<file path="src/rtl/fp_mul_arbiter.sv">
// Two-port round-robin front end sharing a single combinational IEEE-754
// single-precision multiplier; one operation in flight at a time.

module fp_mul (
    input  logic [31:0] a,
    input  logic [31:0] b,
    output logic [31:0] p
);

    logic               sign;
    logic [7:0]         ea, eb;
    logic               a_nan, b_nan, a_inf, b_inf, a_zero, b_zero;
    logic [23:0]        ma, mb;
    logic [47:0]        prod;
    logic               norm, guard, sticky, inc;
    logic [22:0]        mant;
    logic [23:0]        mant_r;
    logic signed [9:0]  e;

    always_comb begin
        sign   = a[31] ^ b[31];
        ea     = a[30:23];
        eb     = b[30:23];
        a_nan  = (ea == 8'hFF) && (a[22:0] != '0);
        b_nan  = (eb == 8'hFF) && (b[22:0] != '0);
        a_inf  = (ea == 8'hFF) && (a[22:0] == '0);
        b_inf  = (eb == 8'hFF) && (b[22:0] == '0);
        // Denormal inputs are flushed to zero.
        a_zero = (ea == 8'h00);
        b_zero = (eb == 8'h00);
        ma     = {1'b1, a[22:0]};
        mb     = {1'b1, b[22:0]};
        prod   = {24'b0, ma} * {24'b0, mb};
        norm   = prod[47];
        if (norm) begin
            mant   = prod[46:24];
            guard  = prod[23];
            sticky = |prod[22:0];
        end else begin
            mant   = prod[45:23];
            guard  = prod[22];
            sticky = |prod[21:0];
        end
        inc    = guard && (sticky || mant[0]);
        mant_r = {1'b0, mant} + {23'b0, inc};
        e      = signed'({2'b00, ea}) + signed'({2'b00, eb}) - 10'sd127
                 + (norm ? 10'sd1 : 10'sd0);
        if (mant_r[23]) e = e + 10'sd1;

        if (a_nan || b_nan || (a_inf && b_zero) || (b_inf && a_zero))
            p = 32'h7FC0_0000;
        else if (a_inf || b_inf)
            p = {sign, 8'hFF, 23'b0};
        else if (a_zero || b_zero)
            p = {sign, 31'b0};
        else if (e >= 10'sd255)
            p = {sign, 8'hFF, 23'b0};
        else if (e <= 10'sd0)
            p = {sign, 31'b0};
        else
            p = {sign, e[7:0], mant_r[22:0]};
    end

endmodule

module fp_mul_arbiter #(
    parameter int unsigned LATENCY = 2
) (
    input  logic        clk,
    input  logic        reset,
    input  logic        req0,
    input  logic [31:0] a0,
    input  logic [31:0] b0,
    input  logic        req1,
    input  logic [31:0] a1,
    input  logic [31:0] b1,
    output logic        done0,
    output logic        done1,
    output logic [31:0] result,
    output logic        busy,
    output logic        gnt_id
);

    typedef enum logic [1:0] {IDLE, BUSY, RESP} state_t;

    state_t      state;
    logic [3:0]  cnt;
    logic [31:0] opa, opb, product;
    logic        rr_ptr;
    logic        pick;

    // A lone requester wins outright; a tie goes to rr_ptr.
    assign pick = (req0 && req1) ? rr_ptr : req1;
    assign busy = (state != IDLE);

    fp_mul u_fp_mul (
        .a (opa),
        .b (opb),
        .p (product)
    );

    always_ff @(posedge clk) begin
        if (reset) begin
            state  <= IDLE;
            cnt    <= '0;
            opa    <= '0;
            opb    <= '0;
            rr_ptr <= 1'b0;
            gnt_id <= 1'b0;
            result <= '0;
            done0  <= 1'b0;
            done1  <= 1'b0;
        end else begin
            done0 <= 1'b0;
            done1 <= 1'b0;
            case (state)
                IDLE: begin
                    if (req0 || req1) begin
                        gnt_id <= pick;
                        opa    <= pick ? a1 : a0;
                        opb    <= pick ? b1 : b0;
                        cnt    <= 4'(LATENCY - 1);
                        state  <= BUSY;
                    end
                end
                BUSY: begin
                    if (cnt == '0) begin
                        result <= product;
                        state  <= RESP;
                        if (gnt_id) done1 <= 1'b1;
                        else        done0 <= 1'b1;
                    end else begin
                        cnt <= cnt - 4'd1;
                    end
                end
                RESP: begin
                    rr_ptr <= ~gnt_id;
                    state  <= IDLE;
                end
                default: state <= IDLE;
            endcase
        end
    end

endmodule

</file>
<file path="config.mk">
export PLATFORM = sky130hd
export DESIGN_NAME = fp_mul_arbiter
export DESIGN_NICKNAME = d
export VERILOG_FILES = /design/src/rtl/fp_mul_arbiter.sv
export SDC_FILE = /design/constraint.sdc
export NUM_CORES = 2
export LEC_CHECK = 0
export ABC_AREA = 1
export CORE_UTILIZATION = 65
export DETAILED_ROUTE_END_ITERATION = 12
export GPL_TIMING_DRIVEN = 0
export PLACE_DENSITY = 0.92
export SYNTH_ARGS = -nofsm -noshare
export SYNTH_HDL_FRONTEND = slang
export SYNTH_SLANG_ARGS = --single-unit
</file>
<file path="constraint.sdc">
create_clock -name clk -period 14.6 [get_ports clk]
set_clock_uncertainty 0.05 [all_clocks]
set_input_delay 1.46 -clock clk [delete_from_list [all_inputs] [get_ports clk]]
set_output_delay 1.46 -clock clk [all_outputs]
set_load 0.02 [all_outputs]
</file>
# Word level (Yosys, flattened, before mapping)
# Index checks and enable logic that the tools add are counted.
# Widths: inputs -> output; s select.
# totals
register_bits,106
latchBits,0
ram_bits,0
rom_bits,0
in_bits,132
out_inout_bits,36
elab_cells,82
memories,0
# op_classes
add_sub_neg,6
mul,1
div_mod_pow,0
magnitude_cmp,2
eq_ne,7
shift,0
muxes,21
bitwise,4
reduce_logical,32
# op_table
op,count
$mux 31,4
$mux 32,3
$mul 24x24->48,1
$logic_not 23->1,2
$reduce_bool 23->1,2
$add 23x1->24,1
$mux 23,1
$reduce_or 23->1,1
$reduce_or 22->1,1
$eq 8x8->1 const B,2
$logic_not 8->1,2
$add 10x10->10,1
$add 10x2->10 const B,1
$ge 10x9->1 const B,1
$le 10x1->1 const B,1
$mux 10,1
$sub 10x8->10 const B,1
$add 8x8->9,1
$logic_and 1x1->1,8
$mux 4,2
$pmux 4 s2,1
$logic_or 1x1->1,7
$mux 1,6
$ne 2x2->1 const B,3
13 further kinds,19

# Logic depth before layout (Yosys ltp)
# logic_depth
word_depth,13
mapped_depth,58
depth_no_buf,54

# Modules after synthesis
# Synthesis repeated with hierarchy kept, for this count alone.
# unflattened
hier_cells,4021
hier_area_um2,28008.1
# by_module_without_submodules
module,instances,cells_per_inst,area_each_um2
fp_mul,1,3414,23596.4
fp_mul_arbiter,1,607,4411.7

# Worst setup path before layout
# Ideal clock, no wire load.
# synth_timing
kind,register -> register
from,reg opa[13]
to,reg result[7]
arrival_time_ns,8.528
required_ns,14.480
slack_ns,5.952
path_stages_with_launch,52
n_path_buf,4
period_less_slack_ns,8.648
path_cell_list,dfxtp_1 > clkbuf_1 > clkbuf_1 > nand2_1 > fa_1 > inv_1 > fa_1 > inv_1 > fa_1 > inv_1 > fa_1 > inv_1 > fa_1 > inv_1 > fa_1 > inv_1 > fa_1 > inv_1 > [... 16 more ...] > nor2_1 > nand3_1 > xor2_1 > inv_1 > or2_2 > nor2_1 > nand2_1 > nor2_1 > xor2_1 > inv_1 > o21ai_1 > nor2_1 > nand3_2 > nand2_2 > buf_6 > nor2_1 > nand2_1 > a21oi_1
# synth_via
elab_chain_len,13
elab_cells_between_ends,29
cone_classes,3 x add/sub; 1 x mul; 2 x order compare; 10 x mux; 13 x reduce/logical
# synth_rtl
item,line_no,text
from (decl),88,"logic [31:0] opa, opb, product;"
from (signal assigned),120,opa <= pick ? a1 : a0;
branches (longest 12 deep; another with $mul 24x24->48),--,
$mux 32 *,50,if (a_nan || b_nan || (a_inf && b_zero) || (b_inf && a_zero))
to (signal assigned),128,result <= product;
to (decl),79,"output logic [31:0] result,"
# Mark *: on every way between the ends.
# A chain may end at the register's enable or synchronous reset.

# Final worst setup path
# layout_timing
from,reg opb[11]
to,reg result[21]
# layout_via
elab_chain_len,13
elab_cells_between_ends,29
cone_classes,3 x add/sub; 1 x mul; 2 x order compare; 10 x mux; 13 x reduce/logical
# layout_rtl
item,line_no,text
from (decl),88,
from (signal assigned),121,opb <= pick ? b1 : b0;
branches (longest 12 deep; another with $mul 24x24->48),--,
$mux 32 *,50,
# Marked as above.

==> qor.txt <==
Cell Area, Synth - 27500 um2
maxcap violations - 0
cts hold-fix bufs - 0
Final nets - 4941
Synth Instances - 3962
1st-iter DRT viols - 2643
H-Tree Depth - 3
Crit-path slowest cell - clkbuf_1
RSZ-0062 raised after global routing - false
Yosys top cell area share - 35.2%
Post-Layout Cell Count - 4676
die area - 43100 um2
final WL - 89300 um
Switching Power - 2.73 mW
Post-synth EDFFs - 0
compound-gate portion of the synthesized area - 4.23%
clock root buffer - clkbuf_16
final setup TNS - 0 ns
Boundary Pins - 168
Worst-path clk slew - 0.10 ns
Slew headroom - 29.5%
drt pass-1 iters - 7
worst skew pair latency - 0.40 ns
post-layout minimum cycle time - 10.51 ns
Inserted Clock Buffers - 9
Resized cells post-CTS - 0
Seq/Total Area, Yosys - 7.73%
Synth Area in Simple Gates - 25.9%
DRC - 0
RePlAce Congestion - 1.11
maximum vdd ir drop - 0.201 mV
P per Cell Area - 149 nW/um2
share of cells above drive strength 1 - 2.63%
WL per Instance - 19.1 um
CP endpoint kind - flip-flop
Synth Area per Inst - 6.93 um2
Slew @ Worst Pin - 1.06 ns
largest cells by area after synthesis - fa_1, nand2_1, inv_1
total internal power - 1.75 mW
TritonCTS clock tree - done
worst-case clock buffer depth - 2
Post-CTS Setup Bufs - 0
Synth Area in Adders - 43.7%
Initial Util - 66.5%
Clock Sinks - 106
Setup Crit Path Kind - flip-flop to flip-flop
final hold violation count - 0
Flop pwr share - 8.5%
flop-to-flop setup slack - 4.09 ns
startpoint types - flip-flop
largest family of logic cells by synthesized area - adder cells
CP startpoint - opb[11]$_SDFFE_PP0P_
fraction of registers with async set or reset after synthesis - 0%
worst-path maximum fanout - 10
placed insts - 4660
port bufs - 166
Critical Path AT - 10.79 ns
Data required, critical path - 14.87 ns
vias in the first global route - 26400
HP Start - rr_ptr$_SDFFE_PP0N_
Final Cycle Share - 72.0%
Main synth FF type - dfxtp_1
count of cell types in the netlist - 49
fin area - 30100 um2
diode count - 0
area of placed instances - 29800 um2
overall routing resource usage - 42.6%
mux cell area share after synthesis - 0%
max-slew violations - 0
vias post-DR - 26000
FMAX - 95.1 MHz
combinational power share - 85.2%
Slowest Stage Delay on Critical Path - 0.79 ns
Clk network pwr share - 6.3%
GRT Residual Overflow - 0
die height - 208 um
sw frac - 61.0%
RR Startpoint - opb[11]$_SDFFE_PP0P_
antenna violations before repair - 0
num rows - 74
Hold/Removal Path Class - flip-flop to flip-flop
XOR/XNOR Fraction of Synth Area - 1.18%
Area Overhead vs Synth - 9.56%
status - finished, final reports clean
Routed Antenna Nets - 0
global-route wire length before repair - 141000 um
Post-Syn Nets - 4764
area leader, netlist - fa_1
Core Footprint - 41300 um2
Ys Warns - 0
largest net degree at the start of global routing - 19
Vias/cell - 5.56
LEAKAGE - 17.1 nW
Die X - 208 um
Synth Register Bits - 106
hpwl dp - 75100 um
Final Setup Violations - 0
[cell type report]
cell class | count | area (um2)
Multi-Input combinational cell | 2618 | 20600
Tap cell | 532 | 666
Inverter | 1077 | 4050
Buffer | 161 | 681
Timing Repair Buffer | 166 | 1660
Clock inverter | 7 | 73.8
Clock buffer | 9 | 225
Fill cell | 3304 | 11200
Sequential cell | 106 | 2120
[worst paths after layout]
check	end	depth (start not counted)
worst max-delay path	result[21]$_SDFFE_PP0P_	47
worst min-delay path	rr_ptr$_SDFFE_PP0N_	2
worst max register to register	result[21]$_SDFFE_PP0P_	47
worst min register to register	rr_ptr$_SDFFE_PP0N_	2
[sequential cells by signal (all words and copies together), names as in the netlist]
register / flops
done1: 1
done0: 1
result: 32
state: 2
cnt: 4
rr_ptr: 1
opb: 32
opa: 32
gnt_id: 1
[cell usage after synthesis (7+ instances only)]
library cell,instances
inv_1,1052
nor2_1,280
nand3_1,141
nor3_1,16
xnor2_1,9
o21ai_0,15
inv_2,20
o31ai_1,18
nor2_2,10
buf_1,7
fa_1,483
ha_1,187
nand2_2,19
dfxtp_1,106
o32ai_1,46
clkbuf_1,136
nor4_1,13
nand2_1,1190
a21oi_1,76
nand4_1,34
nor2_4,7
xor2_1,28
[stage by stage]
| step | utilization (%) | hold slack (ns) | power, mW | setup slack [ns] |
|---|---|---|---|---|
| after floorplan | - | 0.379 | 2.96 | 5.95 |
| after detailed placement | 72.1 | 0.396 | 4.03 | 4.35 |
| after global placement | 72.1 | 0.394 | 3.98 | 4.32 |
| final | 72.9 | 0.409 | 4.48 | 4.09 |
| after global routing | 72.9 | 0.441 | 4.89 | 3.59 |
| after CTS | 72.9 | 0.406 | 4.36 | 4.30 |
[critical path: cells and delay by family (launching register included)]
kind / cells / cell delay (ns)
AOI/OAI and AO/OA: 3 / 0.59
xor gates and xnor gates: 2 / 0.36
adders and majority gates: 10 / 4.22
buffers and inverters: 12 / 2.37
DFF: 1 / 0.37
and+or+nand+nor: 20 / 2.45
[per-layer routing]
metal	track usage, %	vias up	part of all wire [%]
met2	66.8	1597	44
met4	23.9	0	7.1
met5	0	-	0
li1	-	11800	-
met3	13.0	355	13
met1	52.6	12200	36
[cell usage in the layout, fill, tap and decap left out, types with 7 or more instances in the layout]
cell type / n
nand2_1: 1190
inv_1: 1052
fa_1: 483
nor2_1: 280
ha_1: 187
clkdlybuf4s50_1: 166
nand3_1: 141
clkbuf_1: 136
dfxtp_1: 106
a21oi_1: 76
o32ai_1: 46
nand4_1: 34
xor2_1: 28
inv_2: 20
nand2_2: 19
o31ai_1: 18
nor3_1: 16
o21ai_0: 15
nor4_1: 13
nor2_2: 10
xnor2_1: 9
clkbuf_16: 9
nor2_4: 7
buf_1: 7
[power by group through the flow]
| stage | combinational, mW | clock [mW] | sequential, mW |
|---|---|---|---|
| floorplan | 2.60 | 0 | 0.366 |
| global placement | 3.60 | 0 | 0.381 |
| detailed placement | 3.65 | 0 | 0.382 |
| CTS | 3.71 | 0.277 | 0.376 |
| global route | 4.22 | 0.283 | 0.381 |
| finish | 3.81 | 0.281 | 0.380 |
[cells by family (layout without fill, tap and decap cells)]
family,count (synthesis),after routing
compound gates,174,174
xor+xnor,37,37
fa+ha+maj,670,670
buf+inv,1238,1420
flops,106,106
simple gates,1737,1737
No activity file was read; power rests on OpenSTA's default activity.
